$ cat config.mk
export PLATFORM = sky130hd
export DESIGN_NAME = sevenseg_scan_ctrl
export DESIGN_NICKNAME = d
export VERILOG_FILES = /design/src/rtl/sevenseg_scan_ctrl.sv
export SDC_FILE = /design/constraint.sdc
export NUM_CORES = 1
export LEC_CHECK = 0
export CAP_MARGIN = 15
export CORE_MARGIN = 2
export CORE_UTILIZATION = 50
export CTS_BUF_LIST = sky130_fd_sc_hd__clkbuf_4
export DETAILED_ROUTE_END_ITERATION = 16
export PLACE_DENSITY = 0.74
export SYNTH_ARGS = -nofsm -noshare
export SYNTH_HDL_FRONTEND = slang
export SYNTH_SLANG_ARGS = --single-unit
$ cat constraint.sdc
create_clock -name clk -period 2.5 [get_ports clk]
set_input_delay 0.375 -clock clk [delete_from_list [all_inputs] [get_ports clk]]
set_output_delay 0.375 -clock clk [all_outputs]
set_load 0.02 [all_outputs]
$ cat src/rtl/sevenseg_scan_ctrl.sv
// sevenseg_scan_ctrl: multiplexed seven-segment scanner with per-digit registers, enable mask, PWM brightness and blanking
module sevenseg_scan_ctrl #(
  parameter int NUM_DIGITS   = 8,
  parameter int CLK_FREQ_HZ  = 50_000_000,
  parameter int REFRESH_HZ   = 1000,
  parameter int BLANK_CYCLES = 64,
  parameter int BRIGHT_BITS  = 4,
  localparam int AW = NUM_DIGITS > 1 ? $clog2(NUM_DIGITS) : 1
) (
  input  logic                   clk,
  input  logic                   rstn,
  input  logic                   i_wr_en,
  input  logic [AW-1:0]          i_wr_addr,
  input  logic [8:0]             i_wr_data,
  input  logic                   i_enable,
  input  logic [NUM_DIGITS-1:0]  i_digit_en,
  input  logic [BRIGHT_BITS-1:0] i_brightness,
  output logic [NUM_DIGITS-1:0]  o_an,
  output logic [6:0]             o_seg,
  output logic                   o_dp,
  output logic                   o_frame
);
  localparam int SLOT_CYCLES = CLK_FREQ_HZ / (REFRESH_HZ * NUM_DIGITS);
  localparam int SW = SLOT_CYCLES > 1 ? $clog2(SLOT_CYCLES) : 1;
  localparam logic [6:0] HEX [16] = '{
    7'b0000001, 7'b1001111, 7'b0010010, 7'b0000110,
    7'b1001100, 7'b0100100, 7'b0100000, 7'b0001111,
    7'b0000000, 7'b0000100, 7'b0001000, 7'b1100000,
    7'b0110001, 7'b1000010, 7'b0110000, 7'b0111000
  };

  if (SLOT_CYCLES <= BLANK_CYCLES) begin : g_bad_timing
    $error("sevenseg_scan_ctrl: slot length %0d must exceed BLANK_CYCLES %0d", SLOT_CYCLES, BLANK_CYCLES);
  end

  logic [8:0]             r_digit [NUM_DIGITS];
  logic [SW-1:0]          r_slot_cnt;
  logic [AW-1:0]          r_digit_idx;
  logic [BRIGHT_BITS-1:0] r_pwm_cnt;
  logic [NUM_DIGITS-1:0]  r_an;
  logic [6:0]             r_seg;
  logic                   r_dp;
  logic                   r_frame;
  logic                   w_slot_wrap;
  logic                   w_frame_wrap;
  logic                   w_on;
  logic [8:0]             w_cur;
  logic [6:0]             w_seg;

  assign w_slot_wrap  = int'(r_slot_cnt) == SLOT_CYCLES - 1;
  assign w_frame_wrap = w_slot_wrap && int'(r_digit_idx) == NUM_DIGITS - 1;
  assign w_cur        = r_digit[r_digit_idx];
  assign w_on         = i_enable && i_digit_en[r_digit_idx] &&
                        int'(r_slot_cnt) >= BLANK_CYCLES && r_pwm_cnt <= i_brightness;
  // raw bits are {dp,g,f,e,d,c,b,a}; the segment bus is ordered a..g MSB first
  assign w_seg = w_cur[8] ? ~{w_cur[0], w_cur[1], w_cur[2], w_cur[3], w_cur[4], w_cur[5], w_cur[6]}
                          : HEX[w_cur[3:0]];

  always_ff @(posedge clk or negedge rstn) begin
    if (!rstn) begin
      for (int i = 0; i < NUM_DIGITS; i++) r_digit[i] <= 9'h100;
      r_slot_cnt  <= '0;
      r_digit_idx <= '0;
      r_pwm_cnt   <= '0;
      r_an        <= '1;
      r_seg       <= 7'h7F;
      r_dp        <= 1'b1;
      r_frame     <= 1'b0;
    end else begin
      if (i_wr_en && int'(i_wr_addr) < NUM_DIGITS) r_digit[i_wr_addr] <= i_wr_data;
      r_slot_cnt <= w_slot_wrap ? '0 : r_slot_cnt + 1'b1;
      if (w_slot_wrap) r_digit_idx <= w_frame_wrap ? '0 : r_digit_idx + 1'b1;
      r_pwm_cnt <= r_pwm_cnt + 1'b1;
      r_an      <= w_on ? ~(NUM_DIGITS'(1) << r_digit_idx) : '1;
      r_seg     <= w_on ? w_seg : 7'h7F;
      r_dp      <= w_on ? ~w_cur[7] : 1'b1;
      r_frame   <= w_frame_wrap;
    end
  end

  assign o_an    = r_an;
  assign o_seg   = r_seg;
  assign o_dp    = r_dp;
  assign o_frame = r_frame;
endmodule
==> impl_metrics.toml, run 1 <==
[placement]
gp_congestion = 0.877
numPortBuffers = 44
dp_hpwl_mm = 7.14

[clock_tree]
cts_buffers = 9
clock_latency_ns = 0.46
root_buffer = "clkbuf_4"
cts.sinks = 109
htreeDepth = 3
clock_path_buffers = 2
cts_tree = "built"
clk_pin_slew_worst_paths_ns = 0.16

[cells_and_area]
regArea_sq_um = 2760
fill_cells = 848
nets = 496
multi_input_area_sq_um = 2390
drive_gt1_share_pct = 35.5
area_growth_pct = 15.7
fin_util_pct = 59.5

[grt]
grt_overflow = 0
grt_max_degree = 72
grt_pass1_wl_mm = 17.0
grt_pass1_vias = 3356
grt_usage_pct = 19.6
grt_antenna_before_repair = 1

[power]
internal-power_uw = 2670
vdd_drop_max_mv = 0.264
p_leak_uw = 0.00260
p_sw_share_pct = 27.6
p_per_area_nw_per_um2 = 602
switchingPower_uw = 1020
pwr-share-comb_pct = 20.3
p_clk_share_pct = 20.9
p_seq_share_pct = 58.8

[sta]
fin_worst_skew_ns = 0.0218
final_hold_viol_count = 0
setup_tns_ns = 0
finalSetupViolations = 0
post-route-min-period_ns = 2.39
worstMarginPinSlew_ns = 0.635
fmax_ghz = 0.418
slew_headroom_pct = 57.1
post-route-period-util_pct = 95.7
final_max_slew_viol_count = 0

[worst_setup_path]
crit_arrival_ns = 2.76
path_max_fanout = 7
critPathSlowestCell = "mux4_1"
critPathLaunch = "r_digit_idx[0]"
path_cells = "buf_4, mux4_1, mux2_2, nand2_1, nor2_1, or4b_1"
cpPeakStageDelay_ns = 0.57
reg2reg_from = "r_digit_idx[0]"
ff2ff_setup_slack_ns = 0.11
required_ns = 2.87
crit_family = "multiplexers"
crit_buf_inv = 1
cp.depth = 6
worstSetupEndpointType = "register"
path_class = "register to register"
reg2reg_to = "o_seg[5]"
reg2reg_depth = 6
endpoint = "o_seg[5]"
cp-start-kind = "register"

[floorplanning]
initial_utilization_pct = 51.4
core_sq_um = 10300
num_rows = 37
die_y_um = 107
die-area_sq_um = 11400
io-pin-count = 45
fp.dieW_um = 107

[drt]
drt_wl_total_mm = 10.5
firstDrtPassIters = 4
drt_drc_violations_left = 0
drtAntennaViolNets = 0
vias = 3236
drt_iter0_drc = 177
vias_per_cell = 5.48
wire_per_inst_um = 17.7

[synth]
yosys-top-cells-area = "dfrtp_1 (40%), mux2_2 (16%), dfstp_2 (12%)"
synth_top_area_share_pct = 40.2
synth_seq_cells = 109
syn_area_sq_um = 5290
async_flop_share_pct = 100
synth_area_leader_cell = "dfrtp_1"
syn-num-nets = 432
ys_types = 47
ys_warn_count = 0
ys_seq_area_share_pct = 52.2
synth.avg_cell_area_sq_um = 13.8
synth_edf_count = 0
synthCells = 384
ys.flop_type = "dfrtp_1"

[worst_hold_path]
hold_path.class = "primary input to async pin"

[outcome]
status = "finished clean"

[job]
max-cap-violations = 0
-- cells in the final DEF (no fill, tap or decap), types with 2 or more instances in the layout --
cell type        instances
nand3_1                 14
nand2b_1                 4
nor3b_1                  2
ha_1                    20
inv_1                   10
o21ai_0                  9
and3_1                   3
mux2i_4                  3
o21ai_1                  2
o211ai_1                 3
xnor2_1                  5
nand4b_1                 3
dfrtp_1                 84
inv_2                    3
mux4_2                  14
dfstp_2                 24
mux2_2                  73
clkbuf_4                 9
clkdlybuf4s50_1         43
mux2i_1                  6
mux4_1                   6
xor2_1                   7
clkinvlp_4               2
nor2b_1                  2
nor2_1                  15
buf_4                   23
nand2_1                 29
clkinv_1                 3
nor3_2                   3
nor3_1                   2
nand4_1                  4
a21oi_1                  2
-- routing by layer --
layer  global-route usage (%)  part of all wire (%)  vias up
met3                     4.32                   4.4        8
met5                        0                     0        -
met4                     7.33                   1.1        0
met2                     31.8                    48       78
li1                         -                     -     1512
met1                     26.0                    46     1638
-- power groups by stage --
stage               logic, uW  registers, uW  clock network (uW)
floorplan                 546           2140                   0
global placement          719           2170                   0
detailed placement        746           2200                   0
CTS                       751           2160                 800
global route              816           2200                 867
finish                    746           2170                 770
-- layout make-up --
cell class                      instances  share of cell area [%]
Timing Repair Buffer                   68                    10.4
Multi-Input combinational cell        247                    39.2
Sequential cell                       109                    45.1
Inverter                               13                   0.798
Clock inverter                          7                   0.655
Tap cell                              136                    2.78
Antenna cell                            1                  0.0409
Clock buffer                            9                    1.10
-- registers in the layout, indices dropped and copies added (netlist names) --
| name | flops |
|---|---|
| r_digit_idx | 3 |
| r_digit | 72 |
| o_dp | 1 |
| o_frame | 1 |
| r_slot_cnt | 13 |
| o_seg | 7 |
| o_an | 8 |
| r_pwm_cnt | 4 |
-- Yosys cell counts, types with 6 or more instances --
master	number
mux4_1	9
ha_1	20
dfstp_2	24
nand2_1	29
mux2i_1	6
clkbuf_1	8
mux4_2	11
o21ai_0	9
nand3_1	14
xor2_1	7
inv_1	10
dfrtp_1	85
nor2_1	15
mux2_2	73
-- logic make-up after synthesis --
group | Yosys count | synth area share (%)
AND/OR/NAND/NOR | 89 | 8.71
flip-flops | 109 | 52.2
XOR/XNOR | 12 | 1.99
AO/OA/AOI/OAI | 24 | 2.96
buffers and inverters | 28 | 2.32
adder cells (fa/ha/maj) | 20 | 4.73
multiplexers | 102 | 27.1
-- worst min path at each step --
stage               from            to  cells past startpoint
floorplan           rstn       o_frame                      0
global placement    rstn  r_pwm_cnt[2]                      1
detailed placement  rstn  r_pwm_cnt[2]                      1
CTS                 rstn  r_pwm_cnt[2]                      2
global route        rstn  r_pwm_cnt[0]                      2
finish              rstn  r_pwm_cnt[0]                      2
-- timing repair --
action                                 4_1_cts  5_1_grt
hold buffers                                 1        0
gates resized for setup                      0        3
endpoints found under the hold margin       27        0
setup endpoints to repair                    0        2
setup buffers                                0        1
-- stage by stage --
stage	std cells	hold WS [ns]	setup slack [ns]	cell area (sq um)	total power (uW)
floorplan	384	0.0794	0.0252	5290	2690
global placement	571	0.362	-0.0423	6000	2890
detailed placement	571	0.379	-0.107	6000	2940
CTS	588	0.386	0.00337	6120	3710
global route	590	0.410	-0.000288	6120	3880
finish	590	0.397	0.108	6120	3680
(Power assumes the default switching activity.)
==> inputs of run 2 (changes only) <==
PLACE_DENSITY = 0.73   (was 0.74)
==> run 2 against run 1 <==
  * Combinational power hardly changed
  * Via count is 2.1% higher
  * Sequential power hardly changed
  * Clock skew shrank 0.0039 ns
  * First-iteration DRC count is 20% lower
  * Wire length rose by 1.8%
  * Critical path type unchanged
  * Largest power group unchanged
  * Highest routed layer unchanged
==> impl_metrics.toml, run 2 (synthesized netlist as in run 1, its figures left out) <==
[power]
p_leak_uw = 0.00265
pwr-share-comb_pct = 19.6
p_per_area_nw_per_um2 = 615
internal-power_uw = 2780
p_sw_share_pct = 26.6
p_seq_share_pct = 56.8
p_clk_share_pct = 23.5
vdd_drop_max_mv = 0.245
switchingPower_uw = 1010

[drt]
drt_wl_total_mm = 10.6
drt_iter0_drc = 141
drt_drc_violations_left = 0
wire_per_inst_um = 18.0
vias_per_cell = 5.58
vias = 3304
drtAntennaViolNets = 0
firstDrtPassIters = 5

[sta]
fin_worst_skew_ns = 0.0179
post-route-min-period_ns = 2.43
finalSetupViolations = 0
fmax_ghz = 0.412
slew_headroom_pct = 55.6
worstMarginPinSlew_ns = 0.658
setup_ws_ns = 0.0744
final_hold_viol_count = 0
final_max_slew_viol_count = 0
setup_tns_ns = 0
holdWs_ns = 0.370
post-route-period-util_pct = 97.0
rsz0062_at_grt = "no"

[clock_tree]
htreeDepth = 3
cts-resized-gates = 0
clock_latency_ns = 0.47
cts_tree = "built"
cts.sinks = 109
clock_path_buffers = 2
root_buffer = "clkbuf_4"
clk_pin_slew_worst_paths_ns = 0.16
cts_buffers = 9

[floorplanning]
core_sq_um = 10300
num_rows = 37
die-area_sq_um = 11400
initial_utilization_pct = 51.4
die_y_um = 107
fp.dieW_um = 107
io-pin-count = 45

[grt]
met2_usage_pct = 33.0
gr-usage-met3_pct = 2.80
grt_pass1_vias = 3450
grt_pass1_wl_mm = 17.8
busiest_layer = "met2"
grt_max_degree = 79
grt_antenna_before_repair = 0
grt_overflow = 0
met1_usage_pct = 28.2
grt_usage_pct = 20.3

[cells_and_area]
top_register = "r_digit"
final_common_cell = "dfrtp_1"
diodes = 0
largest_reg_flops = 72
nets = 499
final_cell_mix = "dfrtp_1 (84), mux2_2 (73), clkdlybuf4s50_1 (43)"
area_growth_pct = 16.8
drive_gt1_share_pct = 36.0

[placement]
gp_congestion = 0.836
numPortBuffers = 44
place_ws_ns = -0.0171
dp_hpwl_mm = 7.29

[worst_setup_path]
cp-start-kind = "register"
path_class = "register to register"
path_max_fanout = 6
worstSetupEndpointType = "register"
required_ns = 2.89
crit_arrival_ns = 2.81

[worst_hold_path]
hold_path.class = "primary input to async pin"

[outcome]
status = "finished clean"

[job]
max-cap-violations = 0
==> run 2: metal layers <==
layer	vias to the layer above	routed length, um
met5	-	0
met4	0	172
met3	13	399
met2	72	5030
met1	1687	5040
li1	1532	-
==> run 2: through the flow <==
| step | total power (uW) | instance area, sq um | std cells | util, % |
|---|---|---|---|---|
| 2_1_floorplan | 2690 | 5290 | 384 | - |
| 3_3_place_gp | 2900 | 6010 | 572 | 58.4 |
| 3_5_place_dp | 2940 | 6010 | 572 | 58.4 |
| 4_1_cts | 3820 | 6150 | 589 | 59.9 |
| 5_1_grt | 4000 | 6170 | 592 | 60.1 |
| 6_report | 3790 | 6170 | 592 | 60.1 |
==> run 2: worst paths after layout <==
kind	endpoint	startpoint	slack, ns	cells after the start
setup / recovery	o_seg[5]	r_digit_idx[0]	0.07	7
hold / removal	r_slot_cnt[10]	rstn	0.37	2
setup reg to reg	o_seg[5]	r_digit_idx[0]	0.07	7
hold reg to reg	r_pwm_cnt[3]	r_pwm_cnt[3]	0.50	1
max in group asynchronous	r_digit[17]	rstn	1.33	3
min in group clk	r_pwm_cnt[3]	r_pwm_cnt[3]	0.50	1
==> run 2: critical path: stages, from the launching register on <==
cell and delay, ns:
dfrtp_2 0.50, buf_2 0.21, buf_4 0.13, mux4_2 0.53
mux2i_4 0.20, mux2i_1 0.23, nor2_1 0.05, or4b_1 0.51
==> run 2: layout make-up <==
cell class | count | area (sq um)
fillers | 839 | 4100
flip-flops and latches | 109 | 2760
clock buffers | 10 | 75.1
multi-input cells | 247 | 2410
repair buffers | 71 | 653
well taps | 136 | 170
inverters | 13 | 48.8
clock inverters | 6 | 61.3
==> run 2: power groups by stage <==
stage | Sequential [uW] | Clock (uW) | Combinational [uW]
detailed placement | 2190 | 0 | 747
floorplan | 2140 | 0 | 546
finish | 2160 | 892 | 745
CTS | 2160 | 916 | 751
global placement | 2180 | 0 | 720
global route | 2190 | 990 | 823
==> run 2: timing repair <==
| action | CTS | global route |
|---|---|---|
| hold endpoints to repair | 15 | 0 |
| setup endpoints to repair | 0 | 2 |
| hold buffers | 1 | 0 |
| buffers inserted | 0 | 3 |
